## src/rtl/instr_fetch_queue_pkg.sv

```systemverilog
// Shared types, defaults and helpers for the instruction fetch queue.
package instr_fetch_queue_pkg;

  typedef enum logic [0:0] {
    FQ_RUN   = 1'b0,
    FQ_DRAIN = 1'b1
  } fq_state_e;

  typedef struct packed {
    logic [31:0] pc;
    logic [31:0] instr;
  } fq_entry_t;

  localparam int FQ_DEPTH_DEFAULT           = 4;
  localparam int FQ_MAX_OUTSTANDING_DEFAULT = 2;

  function automatic logic [31:0] fq_word_align(input logic [31:0] addr);
    return addr & 32'hFFFF_FFFC;
  endfunction

endpackage

```

## src/rtl/instr_fetch_queue_sync_fifo.sv

```systemverilog
// Generic synchronous FIFO: head visible combinationally from registered storage.
// Push into a full FIFO is legal only when a pop happens in the same cycle.
module sync_fifo #(
  parameter int WIDTH = 32,
  parameter int DEPTH = 4
) (
  input  logic                   clock,
  input  logic                   reset,
  input  logic                   flush,
  input  logic                   push,
  input  logic [WIDTH-1:0]       push_dat,
  input  logic                   pop,
  output logic [WIDTH-1:0]       pop_dat,
  output logic                   full,
  output logic                   empty,
  output logic [$clog2(DEPTH):0] count
);

  localparam int PW = (DEPTH > 1) ? $clog2(DEPTH) : 1;
  localparam int CW = $clog2(DEPTH) + 1;

  logic [WIDTH-1:0] mem [DEPTH];
  logic [PW-1:0]    wr_ptr;
  logic [PW-1:0]    rd_ptr;
  logic             do_pop;

  function automatic logic [PW-1:0] next_ptr(input logic [PW-1:0] p);
    return (p == PW'(DEPTH - 1)) ? '0 : p + PW'(1);
  endfunction

  assign do_pop  = pop & ~empty;
  assign full    = (count == CW'(DEPTH));
  assign empty   = (count == '0);
  assign pop_dat = mem[rd_ptr];

  always_ff @(posedge clock or negedge reset) begin
    if (!reset) begin
      wr_ptr <= '0;
      rd_ptr <= '0;
      count  <= '0;
    end else if (flush) begin
      wr_ptr <= '0;
      rd_ptr <= '0;
      count  <= '0;
    end else begin
      if (push)   wr_ptr <= next_ptr(wr_ptr);
      if (do_pop) rd_ptr <= next_ptr(rd_ptr);
      count <= count + CW'(push) - CW'(do_pop);
    end
  end

  // Storage carries no reset; validity is tracked entirely by count.
  always_ff @(posedge clock) begin
    if (push && !flush) mem[wr_ptr] <= push_dat;
  end

  a_no_overflow: assert property (@(posedge clock) disable iff (!reset)
    !(push && full && !pop && !flush));

endmodule

```

## src/rtl/instr_fetch_queue.sv

```systemverilog
// Fetch-to-memory request issue with in-order response capture into a Decode FIFO.
// rvalid in cycle N gives instr_valid_op in N+1; issue is credit-limited so the FIFO never overflows.
module instr_fetch_queue
  import instr_fetch_queue_pkg::*;
#(
  parameter int DEPTH           = FQ_DEPTH_DEFAULT,
  parameter int MAX_OUTSTANDING = FQ_MAX_OUTSTANDING_DEFAULT
) (
  input  logic        clock,
  input  logic        reset,
  input  logic        instr_req_ip,
  input  logic [31:0] instr_addr_ip,
  output logic        fetch_stall_op,
  input  logic        flush_ip,
  output logic        mem_req_op,
  output logic [31:0] mem_addr_op,
  input  logic        mem_gnt_ip,
  input  logic        mem_rvalid_ip,
  input  logic [31:0] mem_rdata_ip,
  output logic        instr_valid_op,
  output logic [31:0] instr_op,
  output logic [31:0] instr_pc_op,
  input  logic        instr_ready_ip,
  output logic        err_op
);

  localparam int CW = $clog2(DEPTH) + 1;
  localparam int OW = $clog2(MAX_OUTSTANDING) + 1;

  fq_state_e   state;
  logic [OW-1:0] discard;
  logic [OW-1:0] outstanding;
  logic [OW-1:0] remaining;
  logic [CW-1:0] fifo_count;
  logic        addr_full, addr_empty;
  logic        instr_full, instr_empty;
  logic [31:0] head_addr;
  fq_entry_t   head_entry;
  fq_entry_t   push_entry;
  logic        can_issue, grant, rsp_ok, rsp_keep, instr_pop;

  // The address FIFO count is the outstanding count; full means the request limit is reached.
  assign can_issue = (state == FQ_RUN) & ~flush_ip & ~addr_full &
                     ((int'(fifo_count) + int'(outstanding)) < DEPTH);

  assign mem_req_op     = reset & instr_req_ip & can_issue;
  assign mem_addr_op    = fq_word_align(instr_addr_ip);
  assign grant          = mem_req_op & mem_gnt_ip;
  assign fetch_stall_op = reset & instr_req_ip & ~grant;

  assign rsp_ok     = mem_rvalid_ip & ~addr_empty;
  assign rsp_keep   = rsp_ok & ~flush_ip & (discard == '0);
  assign remaining  = outstanding - OW'(rsp_ok);
  assign push_entry = '{pc: head_addr, instr: mem_rdata_ip};

  assign instr_valid_op = ~instr_empty;
  assign instr_pop      = instr_valid_op & instr_ready_ip & ~flush_ip;
  assign instr_op       = instr_valid_op ? head_entry.instr : '0;
  assign instr_pc_op    = instr_valid_op ? head_entry.pc    : '0;

  sync_fifo #(.WIDTH(32), .DEPTH(MAX_OUTSTANDING)) u_addr_fifo (
    .clock    (clock),
    .reset    (reset),
    .flush    (1'b0),
    .push     (grant),
    .push_dat (mem_addr_op),
    .pop      (rsp_ok),
    .pop_dat  (head_addr),
    .full     (addr_full),
    .empty    (addr_empty),
    .count    (outstanding)
  );

  sync_fifo #(.WIDTH($bits(fq_entry_t)), .DEPTH(DEPTH)) u_instr_fifo (
    .clock    (clock),
    .reset    (reset),
    .flush    (flush_ip),
    .push     (rsp_keep),
    .push_dat (push_entry),
    .pop      (instr_pop),
    .pop_dat  (head_entry),
    .full     (instr_full),
    .empty    (instr_empty),
    .count    (fifo_count)
  );

  // Responses still in flight at a redirect are counted in discard and dropped on arrival.
  always_ff @(posedge clock or negedge reset) begin
    if (!reset) begin
      state   <= FQ_RUN;
      discard <= '0;
      err_op  <= 1'b0;
    end else begin
      if (mem_rvalid_ip && addr_empty) err_op <= 1'b1;
      if (flush_ip) begin
        discard <= remaining;
        state   <= (remaining != '0) ? FQ_DRAIN : FQ_RUN;
      end else if (state == FQ_DRAIN && rsp_ok) begin
        discard <= discard - OW'(1);
        if (discard == OW'(1)) state <= FQ_RUN;
      end
    end
  end

  a_credit_holds: assert property (@(posedge clock) disable iff (!reset)
    !(rsp_keep && instr_full && !instr_pop));

endmodule

```

## config.mk

```make
export PLATFORM = sky130hd
export DESIGN_NAME = instr_fetch_queue
export DESIGN_NICKNAME = d
export VERILOG_FILES = /design/src/rtl/instr_fetch_queue_pkg.sv /design/src/rtl/instr_fetch_queue_sync_fifo.sv /design/src/rtl/instr_fetch_queue.sv
export SDC_FILE = /design/constraint.sdc
export NUM_CORES = 1
export LEC_CHECK = 0
export CORE_MARGIN = 10
export CORE_UTILIZATION = 49
export CTS_CLUSTER_DIAMETER = 30
export DETAILED_ROUTE_END_ITERATION = 10
export PLACE_DENSITY = 0.72
export SLEW_MARGIN = 10
export SYNTH_ARGS = -nofsm -noshare
export SYNTH_HDL_FRONTEND = slang
export SYNTH_SLANG_ARGS = --single-unit
```

## constraint.sdc

```tcl
create_clock -name clock -period 4 [get_ports clock]
set_input_delay 0.4 -clock clock [delete_from_list [all_inputs] [get_ports clock]]
set_output_delay 0.4 -clock clock [all_outputs]
set_load 0.005 [all_outputs]
```

Word-level counts from Yosys, hierarchy flattened
Memory sizes are Yosys's and may differ from the RTL's.
Index checks and enable logic that the tools add are counted.
{"block": "totals", "wordCells": 81, "output_inout_bits": 100, "input_bits": 71, "n_memories": 2, "regBits": 15, "ramBits": 316}
{"block": "classes", "add_sub_neg": 11, "n_lt_le_gt_ge": 1, "bitwise": 20, "n_reduce_logical": 13, "eq_ne": 4, "n_mux": 21}
{"name": "u_instr_fifo.mem", "depth": 4, "word_bits": 64, "rd": 1, "rd_clocked_by_memory_dff": 0, "wr": 1, "line_no": "instr_fetch_queue_sync_fifo.sv:22", "text": "logic [WIDTH-1:0] mem [DEPTH];"}
{"name": "u_addr_fifo.mem", "depth": 2, "word_bits": 30, "rd": 1, "rd_clocked_by_memory_dff": 0, "wr": 1, "line_no": "instr_fetch_queue_sync_fifo.sv:22"}
{"cell": "32-bit 2-to-1 mux", "n": 2}
{"cell": "2-bit 2-to-1 mux", "n": 8}
{"cell": "1-bit AND", "n": 14}
{"cell": "1-bit 2-to-1 mux", "n": 10}
{"cell": "2-bit nonzero test", "n": 5}
{"cell": "2-bit == test (second input constant)", "n": 3}
{"cell": "1-bit inverter", "n": 6}
{"cell": "2-bit by 1-bit adder with 2-bit output (second input constant)", "n": 2}
{"cell": "3-bit by 2-bit adder with 4-bit output", "n": 1}
{"cell": "2-bit zero test", "n": 2}
{"cell": "4-bit by 3-bit less-than comparator with 1-bit output (second input constant)", "n": 1}
{"cell": "2-bit by 1-bit subtractor with 2-bit output", "n": 2}
{"cell": "3-bit by 1-bit adder with 3-bit output", "n": 1}
{"cell": "1-bit logical AND", "n": 3}
{"cell": "3-bit zero test", "n": 1}
{"cell": "3-bit 2-to-1 mux", "n": 1}
{"cell": "3-bit by 1-bit subtractor with 3-bit output", "n": 1}
{"cell": "1-bit adder (second input constant)", "n": 2}
{"cell": "2-bit by 1-bit adder with 2-bit output", "n": 1}
{"cell": "2-bit by 1-bit == test with 1-bit output (second input constant)", "n": 1}
{"cell": "2-bit AND reduction", "n": 1}
{"cell": "2-bit by 1-bit subtractor with 2-bit output (second input constant)", "n": 1}
{"cell": "1-bit zero test", "n": 1}

Depth between registers and ports, before layout
{"block": "logic_depth", "word_depth": 8, "depth_mapped": 10, "mapped_depth_nobuf": 10}

Modules after synthesis
Synthesis repeated with hierarchy kept, for this count alone.
{"block": "unflattened", "cells_unflattened": 638, "hier_area_um2": 13321.5}
{"mod": "sync_fifo (u_instr_fifo)", "area_each_um2": 9706.8, "cells_each": 378, "n_inst": 1, "seq_area_each_um2": 7862.5}
{"mod": "sync_fifo (u_addr_fifo)", "area_each_um2": 2571.2, "cells_each": 121, "n_inst": 1, "seq_area_each_um2": 2021.9}
{"mod": "instr_fetch_queue", "area_each_um2": 1043.5, "cells_each": 139, "n_inst": 1, "seq_area_each_um2": 100.1}

Worst setup path before layout
No wires, ideal clock.
{"block": "synth_timing", "path_kind": "register to register", "start": "register u_addr_fifo.count[1]", "end": "memory u_instr_fifo.mem[0][0] (netlist bit), enable pin", "required_ns": 3.573, "setup_time_ns": 0.427, "arrival_ns": 2.439, "path_buffers": 1, "path_stages_with_launch": 5, "slack_ns": 1.134, "period_less_slack_ns": 2.866, "cell_sequence": "dfrtp_1 > buf_2 > o21a_1 > and3b_1 > and2_1"}
{"block": "synth_via", "elab_chain_len": 8}
{"item": "start, declared", "line_no": "instr_fetch_queue_sync_fifo.sv:16", "text": "output logic [$clog2(DEPTH):0] count"}
{"item": "start signal, assigned", "line_no": "instr_fetch_queue_sync_fifo.sv:48", "text": "count <= count + CW'(push) - CW'(do_pop);"}
{"item": "2-bit zero test", "line_no": "instr_fetch_queue_sync_fifo.sv:33", "text": "assign empty = (count == '0);"}
{"item": "1-bit inverter", "line_no": "instr_fetch_queue.sv:51", "text": "assign rsp_ok = mem_rvalid_ip & ~addr_empty;"}
{"item": "1-bit AND", "line_no": "instr_fetch_queue.sv:51"}
{"item": "1-bit AND (2 in series)", "line_no": "instr_fetch_queue.sv:52", "text": "assign rsp_keep = rsp_ok & ~flush_ip & (discard == '0);"}
{"item": "1-bit logical AND", "line_no": "instr_fetch_queue_sync_fifo.sv:54", "text": "if (push && !flush) mem[wr_ptr] <= push_dat;"}
{"item": "1-bit 2-to-1 mux", "line_no": "instr_fetch_queue_sync_fifo.sv:54"}
{"item": "1-bit 2-to-1 mux (implied by the code)", "line_no": "instr_fetch_queue_sync_fifo.sv:54"}
{"item": "end, declared", "line_no": "instr_fetch_queue_sync_fifo.sv:22"}
Every way passes these cells.

Worst setup path in the final report
{"block": "layout_timing", "start": "register u_instr_fifo.rd_ptr[0]", "end": "output port instr_op[11]"}
{"block": "layout_via", "elab_chain_len": 2}
{"item": "start, declared", "line_no": "instr_fetch_queue_sync_fifo.sv:24", "text": "logic [PW-1:0] rd_ptr;"}
{"item": "start signal, assigned", "line_no": "instr_fetch_queue_sync_fifo.sv:47", "text": "if (do_pop) rd_ptr <= next_ptr(rd_ptr);"}
{"item": "memory 4 x 64 bit"}
{"item": "32-bit 2-to-1 mux", "line_no": "instr_fetch_queue.sv:58", "text": "assign instr_op = instr_valid_op ? head_entry.instr : '0;"}
{"item": "end, declared", "line_no": "instr_fetch_queue.sv:21", "text": "output logic [31:0] instr_op,"}
Every way passes these cells.

==> impl_metrics.tcl <==
set metrics [dict create \
    outcome "finished clean" \
    worst_slew_pin_slew_ns 1.02 \
    grt_usage_pct 15.4 \
    hpwl_um 14100 \
    drv_slew 0 \
    setup_violations 0 \
    p_seq_share_pct 39.2 \
    synth-main-ff-cell "edfxtp_1" \
    diodes 0 \
    synth.most_common_cell "edfxtp_1" \
    cellPowerDensity_nw_per_um2 661 \
    ant_nets 0 \
    crit_type "flip-flop to output port" \
    switching_share_pct 24.2 \
    critPathMaxStageDelay_ns 1.05 \
    power.switching_mw 2.61 \
    synth_top_cell_by_area "edfxtp_1" \
    vdd_drop_max_uv 449 \
    coreArea_um2 25300 \
    p_total_mw 10.8 \
    vias_per_cell 5.28 \
    die_h_um 181 \
    clock_power_share_pct 42.1 \
    vias 6109 \
    maxSlewHeadroom_pct 31.8 \
    synth_area_leaders "edfxtp_1 (73%), mux4_2 (11%), and2_1 (3.4%)" \
    fill_cells 1708 \
    clk_latency_ns 0.54 \
    synth_area_um2 12700 \
    ys_seq_area_share_pct 75.8 \
    wirelength_um 25200 \
    post_cts_buffers 0 \
    initial_core_util_pct 50.1 \
    die_w_um 181 \
    io_pins 171 \
    hold_viol 0 \
    cts_resized 0 \
    layout-drive-gt1-share_pct 21.3 \
    synth-edff-count 308 \
    multi_input_area_um2 2670 \
    drc 0 \
    io_buffer_count 164 \
    timing.final.crit_share_pct 87.1 \
    numCtsBuffers 55 \
    crit_arrival_ns 3.09 \
    grt-ovfl-total 0 \
    worst_setup_path_end_kind "output port" \
    die_area_um2 32700 \
    synthTopCellsByCount "edfxtp_1 (308), and2_1 (68), mux4_2 (62), buf_4 (39), mux2_1 (23)" \
    grt_max_degree 65 \
    worstPathRequired_ns 3.60 \
    wl_per_cell_um 21.8 \
    yosys.area.top_type_share_pct 72.9 \
    slowest_stage "dfrtp_4" \
    p_int_mw 8.15 \
    cts_tree "built" \
    cap_violations 0 \
    ys_types 33 \
    comb_power_share_pct 18.7 \
    final_nets 870 \
    start_kind "flip-flop" \
    final-seq-area_um2 9630 \
    syn_area_per_cell_um2 20.6 \
    antenna_found_initial 0 \
    rsz0062_at_grt "false" \
    yosys_register_bits 323 \
    gp_congestion 0.760 \
    drt_iter0_markers 309 \
    cts.sinks 323 \
    clk_pin_slew_ns 0.05 \
    area.growth.synth_to_final_pct 28.4 \
    yosys_warnings 0 \
    fin_crit_ns 3.49 \
    rows 58 \
    synthCells 616 \
    setup_tns_ns 0 \
    dr.pass1.iters 4 \
    crit_fanout 45 \
    clock.fmax_mhz 287 \
    crit_path_cell_trace "buf_12 > mux4_2 > and2_1 > clkdlybuf4s50_1" \
    power.leakage_nw 5.40 \
    synthArstFlopShare_pct 4.64 \
    finClkSkew_ns 0.0148 \
    clockBufferDepth 3 \
    grt_pass1_vias 6965 \
    clockRootBuffer "clkbuf_16" \
    hp-class "primary input to asynchronous set/reset pin" \
    grt_first_pass_wirelength_um 39700 \
    htreeDepth 2 \
    hold_buffers 0 \
]
-- registers in the layout, indices dropped and copies added, names as in the netlist --
register,flops
u_instr_fifo.count,3
u_instr_fifo.mem,248
u_addr_fifo.rd_ptr,1
u_addr_fifo.mem,60
u_addr_fifo.wr_ptr,1
u_addr_fifo.count,2
state,1
u_instr_fifo.rd_ptr,2
err_op,1
u_instr_fifo.wr_ptr,2
discard,2
-- cell families after synthesis --
kind of cell | share of synthesized area (%)
flip-flops | 75.8
adder cells (fa/ha/maj) | 1.44
XOR/XNOR | 0.611
AND/OR/NAND/NOR | 4.36
buffers and inverters | 3.32
other | 0.0295
multiplexers | 13.7
AO/OA/AOI/OAI | 0.661
-- per-layer routing --
metal  vias to the layer above  GRT usage [%]  wire length [um]
li1                       2740              -                 -
met2                       207           25.5             12600
met1                      3121           19.3             10600
met4                         0           4.46               382
met3                        41           4.42              1600
met5                         -              0                 0
-- path summary, 6_finish.rpt --
kind                                        start                      to  slack (ns)  cells after the start
max reg2reg                  u_addr_fifo.count[1]  u_addr_fifo.mem[1][12]        1.11                      6
max                        u_instr_fifo.rd_ptr[0]            instr_op[11]        0.51                      4
min                                         reset  u_instr_fifo.wr_ptr[0]        0.19                      2
max in group asynchronous                   reset  u_instr_fifo.rd_ptr[0]        3.59                      2
min in group clock              instr_addr_ip[15]  u_addr_fifo.mem[1][13]        0.47                      1
min reg2reg                                err_op                  err_op        0.49                      1
-- critical path, delay by kind of cell, from the launching register on --
kind | cells | cell delay (ns)
flops | 1 | 1.05
buf+inv | 2 | 0.78
mux | 1 | 0.51
simple gates | 1 | 0.20
-- power groups by stage --
| stage | Sequential (mW) | Clock, mW | Combinational [mW] |
|---|---|---|---|
| after floorplan | 4.05 | 0 | 1.26 |
| final | 4.22 | 4.53 | 2.01 |
| after CTS | 4.23 | 4.61 | 2.06 |
| after global placement | 4.28 | 0 | 2.00 |
| after detailed placement | 4.30 | 0 | 2.04 |
| after global routing | 4.26 | 4.80 | 2.21 |
-- cell usage in the layout (no fill, tap or decap), types with 3 or more instances in the layout --
master,Yosys,final
dfrtp_1,15,12
conb_1,1,4
clkdlybuf4s50_1,0,164
inv_1,9,9
buf_4,39,4
and2_4,0,4
nand3_1,3,3
clkbuf_16,0,55
a21oi_1,7,7
mux2_2,7,7
clkinvlp_4,0,6
nor2_1,7,7
ha_1,13,13
inv_6,0,6
edfxtp_1,308,308
mux4_2,62,62
clkinv_2,0,9
and2_1,68,63
clkinv_4,0,5
xnor2_1,5,5
clkbuf_1,14,6
nand2_1,8,8
mux2_1,23,23
bufinv_16,0,7
-- through the flow --
| stage | instance area [um2] | util (%) | std cells | setup WS (ns) | hold WS [ns] |
|---|---|---|---|---|---|
| after global routing | 16300 | 64.3 | 1156 | 0.287 | 0.183 |
| after global placement | 14500 | 57.1 | 1058 | 0.921 | 0.440 |
| after floorplan | 12700 | - | 619 | 1.13 | 0.104 |
| after detailed placement | 14500 | 57.1 | 1058 | 0.873 | 0.476 |
| after CTS | 16300 | 64.3 | 1156 | 0.394 | 0.177 |
| final | 16300 | 64.3 | 1156 | 0.514 | 0.188 |
-- area by class of cell --
cell class,count,area share (%)
Clock buffer,63,8.76
Multi-Input combinational cell,226,16.4
Sequential cell,323,59.1
Inverter,9,0.207
Tap cell,330,2.53
Timing Repair Buffer,170,10.5
Clock inverter,35,2.48
(Power assumes the default switching activity.)
